[src/rtl/fp_norm_lzc_pipe.sv]
// -----------------------------------------------------------------------------
// fp_norm_lzc_pipe
// Normalization front-end for the FP add/sub datapath. Counts the leading zeros
// of the un-normalized mantissa and produces a registered left-shift amount and
// adjusted exponent for the downstream barrel shifter. Subnormal results clamp
// the shift so the exponent never goes below zero.
// Two-stage valid/ready pipeline (capture, compute) with full backpressure and
// one-item-per-cycle throughput.
//
// Ports
//   i_clk, i_rst_n          clock (rising edge), asynchronous active-low reset
//   i_valid / o_ready       upstream handshake
//   i_mant, i_exp, i_sign   un-normalized mantissa, biased exponent, sign
//   o_valid / i_ready       downstream handshake
//   o_data                  captured mantissa, unshifted
//   o_shift_number          left-shift amount for the shifter
//   o_exp                   exponent after normalization
//   o_sign                  captured sign
//   o_zero                  mantissa was all zeros
//   o_denorm                result is subnormal
// -----------------------------------------------------------------------------
module fp_norm_lzc_pipe #(
    parameter int SIZE_DATA  = 24,
    parameter int SIZE_SHIFT = 5,
    parameter int SIZE_EXP   = 8
) (
    input  logic                  i_clk,
    input  logic                  i_rst_n,
    input  logic                  i_valid,
    output logic                  o_ready,
    input  logic [SIZE_DATA-1:0]  i_mant,
    input  logic [SIZE_EXP-1:0]   i_exp,
    input  logic                  i_sign,
    output logic                  o_valid,
    input  logic                  i_ready,
    output logic [SIZE_DATA-1:0]  o_data,
    output logic [SIZE_SHIFT-1:0] o_shift_number,
    output logic [SIZE_EXP-1:0]   o_exp,
    output logic                  o_sign,
    output logic                  o_zero,
    output logic                  o_denorm
);

    // Leading-zero count spans 0..SIZE_DATA inclusive.
    localparam int LZ_W  = $clog2(SIZE_DATA + 1);
    localparam int CMP_W = ((SIZE_EXP > LZ_W) ? SIZE_EXP : LZ_W) + 1;

    typedef struct packed {
        logic [SIZE_SHIFT-1:0] shift;
        logic [SIZE_EXP-1:0]   exp;
        logic                  zero;
        logic                  denorm;
    } norm_t;

    function automatic logic [LZ_W-1:0] f_lzc(input logic [SIZE_DATA-1:0] mant);
        logic [LZ_W-1:0] n;
        logic            found;
        n     = '0;
        found = 1'b0;
        for (int i = SIZE_DATA - 1; i >= 0; i--) begin
            if (!found) begin
                if (mant[i]) found = 1'b1;
                else         n = n + 1'b1;
            end
        end
        return n;
    endfunction

    // Exponent/shift selection. The signed difference exp-lz decides between a
    // full normalization (diff > 0) and gradual underflow, where the shift is
    // clamped to exp-1 so the shifted value lands exactly on exponent 0.
    function automatic norm_t f_norm(input logic [SIZE_DATA-1:0] mant,
                                     input logic [SIZE_EXP-1:0]  exp);
        norm_t                 r;
        logic [LZ_W-1:0]       lz;
        logic signed [CMP_W:0] diff;
        lz   = f_lzc(mant);
        diff = $signed({1'b0, CMP_W'(exp)}) - $signed({1'b0, CMP_W'(lz)});
        r    = '0;
        if (mant == '0) begin
            r.zero = 1'b1;
        end else if (exp == '0) begin
            r.denorm = 1'b1;
        end else if (diff <= 0) begin
            r.shift  = SIZE_SHIFT'(exp - 1'b1);
            r.denorm = 1'b1;
        end else begin
            r.shift = SIZE_SHIFT'(lz);
            r.exp   = SIZE_EXP'(diff);
        end
        return r;
    endfunction

    logic                  r_vld_p1;
    logic [SIZE_DATA-1:0]  r_mant_p1;
    logic [SIZE_EXP-1:0]   r_exp_p1;
    logic                  r_sign_p1;

    logic                  r_vld_p2;
    logic [SIZE_DATA-1:0]  r_mant_p2;
    logic [SIZE_SHIFT-1:0] r_shift_p2;
    logic [SIZE_EXP-1:0]   r_exp_p2;
    logic                  r_sign_p2;
    logic                  r_zero_p2;
    logic                  r_denorm_p2;

    logic                  w_s2_adv;
    logic                  w_s1_adv;
    norm_t                 w_norm_p1;

    assign w_s2_adv  = !r_vld_p2 || i_ready;
    assign w_s1_adv  = !r_vld_p1 || w_s2_adv;
    assign o_ready   = w_s1_adv;
    assign w_norm_p1 = f_norm(r_mant_p1, r_exp_p1);

    // ---- Stage 1: capture ----
    always_ff @(posedge i_clk or negedge i_rst_n) begin
        if (!i_rst_n) begin
            r_vld_p1  <= 1'b0;
            r_mant_p1 <= '0;
            r_exp_p1  <= '0;
            r_sign_p1 <= 1'b0;
        end else if (w_s1_adv) begin
            r_vld_p1 <= i_valid;
            if (i_valid) begin
                r_mant_p1 <= i_mant;
                r_exp_p1  <= i_exp;
                r_sign_p1 <= i_sign;
            end
        end
    end

    // ---- Stage 2: leading-zero count and normalization ----
    always_ff @(posedge i_clk or negedge i_rst_n) begin
        if (!i_rst_n) begin
            r_vld_p2    <= 1'b0;
            r_mant_p2   <= '0;
            r_shift_p2  <= '0;
            r_exp_p2    <= '0;
            r_sign_p2   <= 1'b0;
            r_zero_p2   <= 1'b0;
            r_denorm_p2 <= 1'b0;
        end else if (w_s2_adv) begin
            r_vld_p2 <= r_vld_p1;
            if (r_vld_p1) begin
                r_mant_p2   <= r_mant_p1;
                r_shift_p2  <= w_norm_p1.shift;
                r_exp_p2    <= w_norm_p1.exp;
                r_sign_p2   <= r_sign_p1;
                r_zero_p2   <= w_norm_p1.zero;
                r_denorm_p2 <= w_norm_p1.denorm;
            end
        end
    end

    assign o_valid        = r_vld_p2;
    assign o_data         = r_mant_p2;
    assign o_shift_number = r_shift_p2;
    assign o_exp          = r_exp_p2;
    assign o_sign         = r_sign_p2;
    assign o_zero         = r_zero_p2;
    assign o_denorm       = r_denorm_p2;

endmodule

[config.mk]
export PLATFORM = sky130hd
export DESIGN_NAME = fp_norm_lzc_pipe
export DESIGN_NICKNAME = d
export VERILOG_FILES = /design/src/rtl/fp_norm_lzc_pipe.sv
export SDC_FILE = /design/constraint.sdc
export NUM_CORES = 1
export LEC_CHECK = 0
export ABC_AREA = 1
export CORE_MARGIN = 2
export CORE_UTILIZATION = 53
export DETAILED_ROUTE_END_ITERATION = 12
export PLACE_DENSITY = 0.76
export RECOVER_POWER = 25
export SLEW_MARGIN = 40
export SYNTH_ARGS = -nofsm -noshare
export SYNTH_HDL_FRONTEND = slang
export SYNTH_SLANG_ARGS = --single-unit
[constraint.sdc]
create_clock -name i_clk -period 30.7 [get_ports i_clk]
set_clock_uncertainty 0.2 [all_clocks]
set_input_delay 6.14 -clock i_clk [delete_from_list [all_inputs] [get_ports i_clk]]
set_output_delay 6.14 -clock i_clk [all_outputs]
set_load 0.1 [all_outputs]
-- Yosys cells after proc, flatten, opt, wreduce, memory -nomap -nowiden
Index checks and enable logic that the tools add are counted.
- $add $sub $neg: 25
- magnitude comparators: 1
- multiplexer cells: 100
- reductions and logical operators: 8
- operators by type and width (kind ; number):
    5-bit two-way mux ; 47
    5-bit by 1-bit adder with 5-bit output, second input constant ; 23
    1-bit two-way mux ; 50
    13-bit two-way mux ; 2
    24-bit logical NOT ; 1
    9-bit by 1-bit less-or-equal comparator with 1-bit output, second input constant ; 1
    8-bit by 5-bit subtractor with 9-bit output ; 1
    8-bit logical NOT ; 1
    8-bit two-way mux ; 1
    5-bit by 1-bit subtractor with 5-bit output, second input constant ; 1
    2-bit AND reduction ; 2
    1-bit logical NOT ; 2
    1-bit logical OR ; 2
- bits in registers: 75
- bits of input ports: 37
- output and inout bits: 42

-- Logic depth before layout (Yosys ltp)
- word-level depth: 75
- mapped depth: 81

-- Worst setup path before layout
No wires, ideal clock.
- kind: input to output
- from: in i_ready
- to: out o_ready
- data arrival time: 6.948 ns
- slack: 17.412 ns
- stages: 2
- path buffers: 0
- cell sequence: inv_1 -> nand3_1
- cells in the longest elaborated chain, start to end: 2
- ends and longest elaborated chain (element ; line ; source):
    from (decl) ; 35 ; input logic i_ready,
    1-bit logical OR ; 111 ; assign w_s2_adv = !r_vld_p2 || i_ready;
    1-bit logical OR ; 112 ; assign w_s1_adv = !r_vld_p1 || w_s2_adv;
    to (decl) ; 30 ; output logic o_ready,
Every way passes these cells.

-- Worst setup path after layout
Same ends and word-level chain as after synthesis.

==> results.rst <==
.. list-table::
   :header-rows: 1

   * - Metric
     - Value
   * - Number of hold-repair buffers added at the cts stage
     - 0
   * - Gates resized, CTS repair
     - 0
   * - Time the worst path needs with I/O delays and setup
     - 13.53 ns
   * - Period Utilization, post-route
     - 44.06%
   * - Met1 layer usage reported by global route
     - 31.21%
   * - IR drop worst, VDD
     - 0.05615 mV
   * - DRC errors left
     - 0
   * - Iteration count of the initial detailed-routing pass
     - 5
   * - Clock tree sinks
     - 75
   * - Final Wtd Congestion
     - 0.9299
   * - Type of element launching the critical path
     - primary input
   * - Power per cell area
     - 73.00 nW/um2
   * - Worst Hold Depth
     - 2
   * - P_leak
     - 3.315 nW
   * - Post-DR wirelength/cell
     - 12.51 um
   * - Total half-perimeter wirelength after legalization and detailed placement
     - 8745 um
   * - Layer carrying the most global-route usage
     - met2
   * - Hold Violations, Final
     - 0
   * - Routed via count
     - 4800
   * - Maximum operating frequency
     - 73.92 MHz
   * - Vias per std cell
     - 5.085
   * - Met3 layer usage reported by global route
     - 4.704%
   * - All-Layer GR Usage
     - 23.55%
   * - Clock latency on the worst-skew pair
     - 0.36 ns
   * - Worst hold path type
     - flop to flop
   * - Required arrival time at the worst endpoint
     - 24.36 ns
   * - Start-to-end type of the worst setup path
     - primary input to output pin
   * - Cell type with the largest total area after synthesis
     - sky130_fd_sc_hd__dfrtp_1
   * - Setup bufs post-CTS
     - 0
   * - Sequential-to-total area share from yosys stat
     - 36.01%
   * - Wire length of the first global-routing pass
     - 20020 um
   * - Maximum net fanout on the critical path
     - 3
   * - CTS tree
     - yes
   * - Largest net degree at the start of global routing
     - 76
   * - H-tree depth
     - 3
   * - Routed Antenna Nets
     - 0
   * - Area of the mapped netlist
     - 5212 um2
   * - Die X-Extent
     - 103.2 um
   * - Post-Syn Instances
     - 730
   * - R2r worst-path depth
     - 77
   * - Mean cell area of the mapped netlist
     - 7.140 um2
   * - Warnings, synthesis
     - 0
   * - Cell types with the largest area share after synthesis
     - sky130_fd_sc_hd__dfrtp_1 36%, sky130_fd_sc_hd__nand2_1 14%, sky130_fd_sc_hd__inv_1 7.1%
   * - DR iter-0 viols
     - 164
   * - Violated checks
     - max-capacitance violations, max-slew violations
   * - Number of maximum-capacitance violations
     - 1
   * - Routed wire length
     - 11810 um
   * - Post-synth EDFFs
     - 0
   * - Total power
     - 0.0004474 W
   * - Share of the synthesized area in the top cell type
     - 36.01%
   * - Number of antenna repair diodes
     - 0
   * - Die outline area
     - 10640 um2
   * - Post-Route Setup TNS
     - 0 ns
   * - Vias in the first global route
     - 4604
   * - Kind of capture point of the worst setup path
     - output pin
   * - Global routing met2 resource utilization
     - 39.66%
   * - Mapped Nets
     - 796
   * - Status
     - complete, but fails checks
   * - Post-layout net count
     - 874
   * - CORE AREA
     - 9639 um2
   * - Signed area change from the synthesized netlist to the final layout
     - 17.57%
   * - Share of cells above drive strength 1
     - 13.69%
   * - Max-slew violation count
     - 76
   * - Transition time of the tightest slew-check pin
     - 4.054 ns
   * - Buffer cell driving the clock tree root
     - sky130_fd_sc_hd__clkbuf_8
   * - Floorplan die height
     - 103.2 um
   * - Distinct cell type count of the synthesized netlist
     - 41
   * - Number of core rows
     - 36
   * - Number of I/O pins
     - 79
   * - Number of antenna violations at the first check in global routing
     - 0
   * - Number of buffers created by CTS
     - 9
   * - Tightest slew margin relative to the limit
     - -170.3%
   * - Total overflow reported by the global router
     - 0
   * - Setup violation total in the final timing report
     - 0
   * - Flip-flop and latch count after synthesis
     - 75
   * - Primary FF master, synth
     - sky130_fd_sc_hd__dfrtp_1
   * - Effective utilization at floorplan
     - 54.08%
   * - Clock Path Buffers
     - 2
   * - RSZ-0062 raised after global routing
     - false
   * - Number of port buffers
     - 78
   * - FFs w/ async S/R, synth
     - 100.0%
   * - Clock transition at path regs
     - 0.07 ns
   * - Data arrival, critical path
     - 7.19 ns
   * - Worst hold slack
     - 0.2801 ns
-- kinds of logic (layout without fill, tap and decap cells) --
group / Yosys count / after routing / synth area share (%)
AO/OA/AOI/OAI: 115 / 115 / 11.83
flip-flops: 75 / 75 / 36.01
multiplexers: 3 / 3 / 0.6481
buffers and inverters: 132 / 213 / 9.506
adder cells (fa/ha/maj): 29 / 29 / 7.105
AND/OR/NAND/NOR: 363 / 363 / 32.57
XOR/XNOR: 13 / 13 / 2.328
-- routing by layer --
layer | part of all wire (%) | up-vias
met4 | 1.2 | 0
li1 | - | 2465
met1 | 46 | 2213
met3 | 4.7 | 14
met5 | 0 | -
met2 | 48 | 108
-- power by group --
part | total, W | internal (W) | leakage (nW) | switching (W)
Sequential | 0.000138 | 0.000122 | 0.880 | 0.0000164
Combinational | 0.000223 | 0.0000400 | 2.33 | 0.000183
Clock | 0.0000858 | 0.0000473 | 0.104 | 0.0000386
Total | 0.000447 | 0.000209 | 3.32 | 0.000238
-- flip-flops by register name, indices dropped and copies added, names as in the netlist, 5 cells and up --
name and count:
r_mant_p1 24, o_shift_number 5, o_data 24, o_exp 8, r_exp_p1 8
-- cell usage in the layout (no fill, tap or decap), drive strengths merged, types with 2 or more instances in the layout --
cell	count
clkbuf	11
a32o	3
inv	114
clkdlybuf4s50	35
nand4	8
buf	44
o21a	2
nand2	199
xnor2	5
bufinv	2
mux2	3
clkinv	6
nor2	95
a21oi	42
nand3	52
nor3	5
o21bai	2
dfrtp	75
ha	28
xor2	8
o21ai	61
-- cell type report --
type | count | area (um2)
Clock buffer | 10 | 137.6
Timing Repair Buffer | 80 | 579.3
Inverter | 119 | 446.7
Fill cell | 916 | 3511
Tap cell | 133 | 166.4
Multi-Input combinational cell | 523 | 2845
Clock inverter | 4 | 76.32
Sequential cell | 75 | 1877
-- critical path, stage by stage --
cell	delay [ns]
sky130_fd_sc_hd__clkdlybuf4s50_1	0.45
sky130_fd_sc_hd__inv_1	0.05
sky130_fd_sc_hd__nand3_1	0.10
sky130_fd_sc_hd__buf_2	0.44
-- cell usage after synthesis (3+ instances only) --
master,count
sky130_fd_sc_hd__nand2_4,3
sky130_fd_sc_hd__clkinv_1,5
sky130_fd_sc_hd__mux2_2,3
sky130_fd_sc_hd__nor2_4,9
sky130_fd_sc_hd__nand4_1,8
sky130_fd_sc_hd__a32o_1,3
sky130_fd_sc_hd__ha_1,28
sky130_fd_sc_hd__nor3_1,4
sky130_fd_sc_hd__o21ai_0,57
sky130_fd_sc_hd__xnor2_1,5
sky130_fd_sc_hd__nor2_2,6
sky130_fd_sc_hd__inv_1,99
sky130_fd_sc_hd__inv_2,15
sky130_fd_sc_hd__nand3_1,50
sky130_fd_sc_hd__o21ai_1,4
sky130_fd_sc_hd__nand2_2,3
sky130_fd_sc_hd__a21oi_1,42
sky130_fd_sc_hd__nand2_1,193
sky130_fd_sc_hd__xor2_1,7
sky130_fd_sc_hd__nor2_8,6
sky130_fd_sc_hd__clkbuf_1,11
sky130_fd_sc_hd__nor2_1,74
sky130_fd_sc_hd__dfrtp_1,75
-- final timing paths --
check	slack, ns	start	to
setup / recovery	17.17	i_ready	o_ready
hold / removal	0.28	o_data[14]$_DFFE_PN0P_	o_data[14]$_DFFE_PN0P_
setup reg to reg	19.33	r_mant_p1[22]$_DFFE_PN0P_	o_exp[7]$_DFFE_PN0P_
hold reg to reg	0.28	o_data[14]$_DFFE_PN0P_	o_data[14]$_DFFE_PN0P_
max in group asynchronous	21.04	i_rst_n	r_mant_p1[9]$_DFFE_PN0P_
min in group asynchronous	6.98	i_rst_n	o_sign$_DFFE_PN0P_
-- per-stage QoR --
| stage | worst slack (ns) | cell area, um2 | util (%) | std cells |
|---|---|---|---|---|
| finish | 17.17 | 6128 | 63.58 | 944 |
| global route | 17.12 | 6128 | 63.58 | 944 |
| CTS | 17.17 | 6136 | 63.66 | 944 |
| detailed placement | 17.17 | 5922 | 61.44 | 930 |
| global placement | 16.47 | 6128 | 63.58 | 930 |
| floorplan | 17.41 | 5213 | - | 730 |
(Power assumes the default switching activity.)
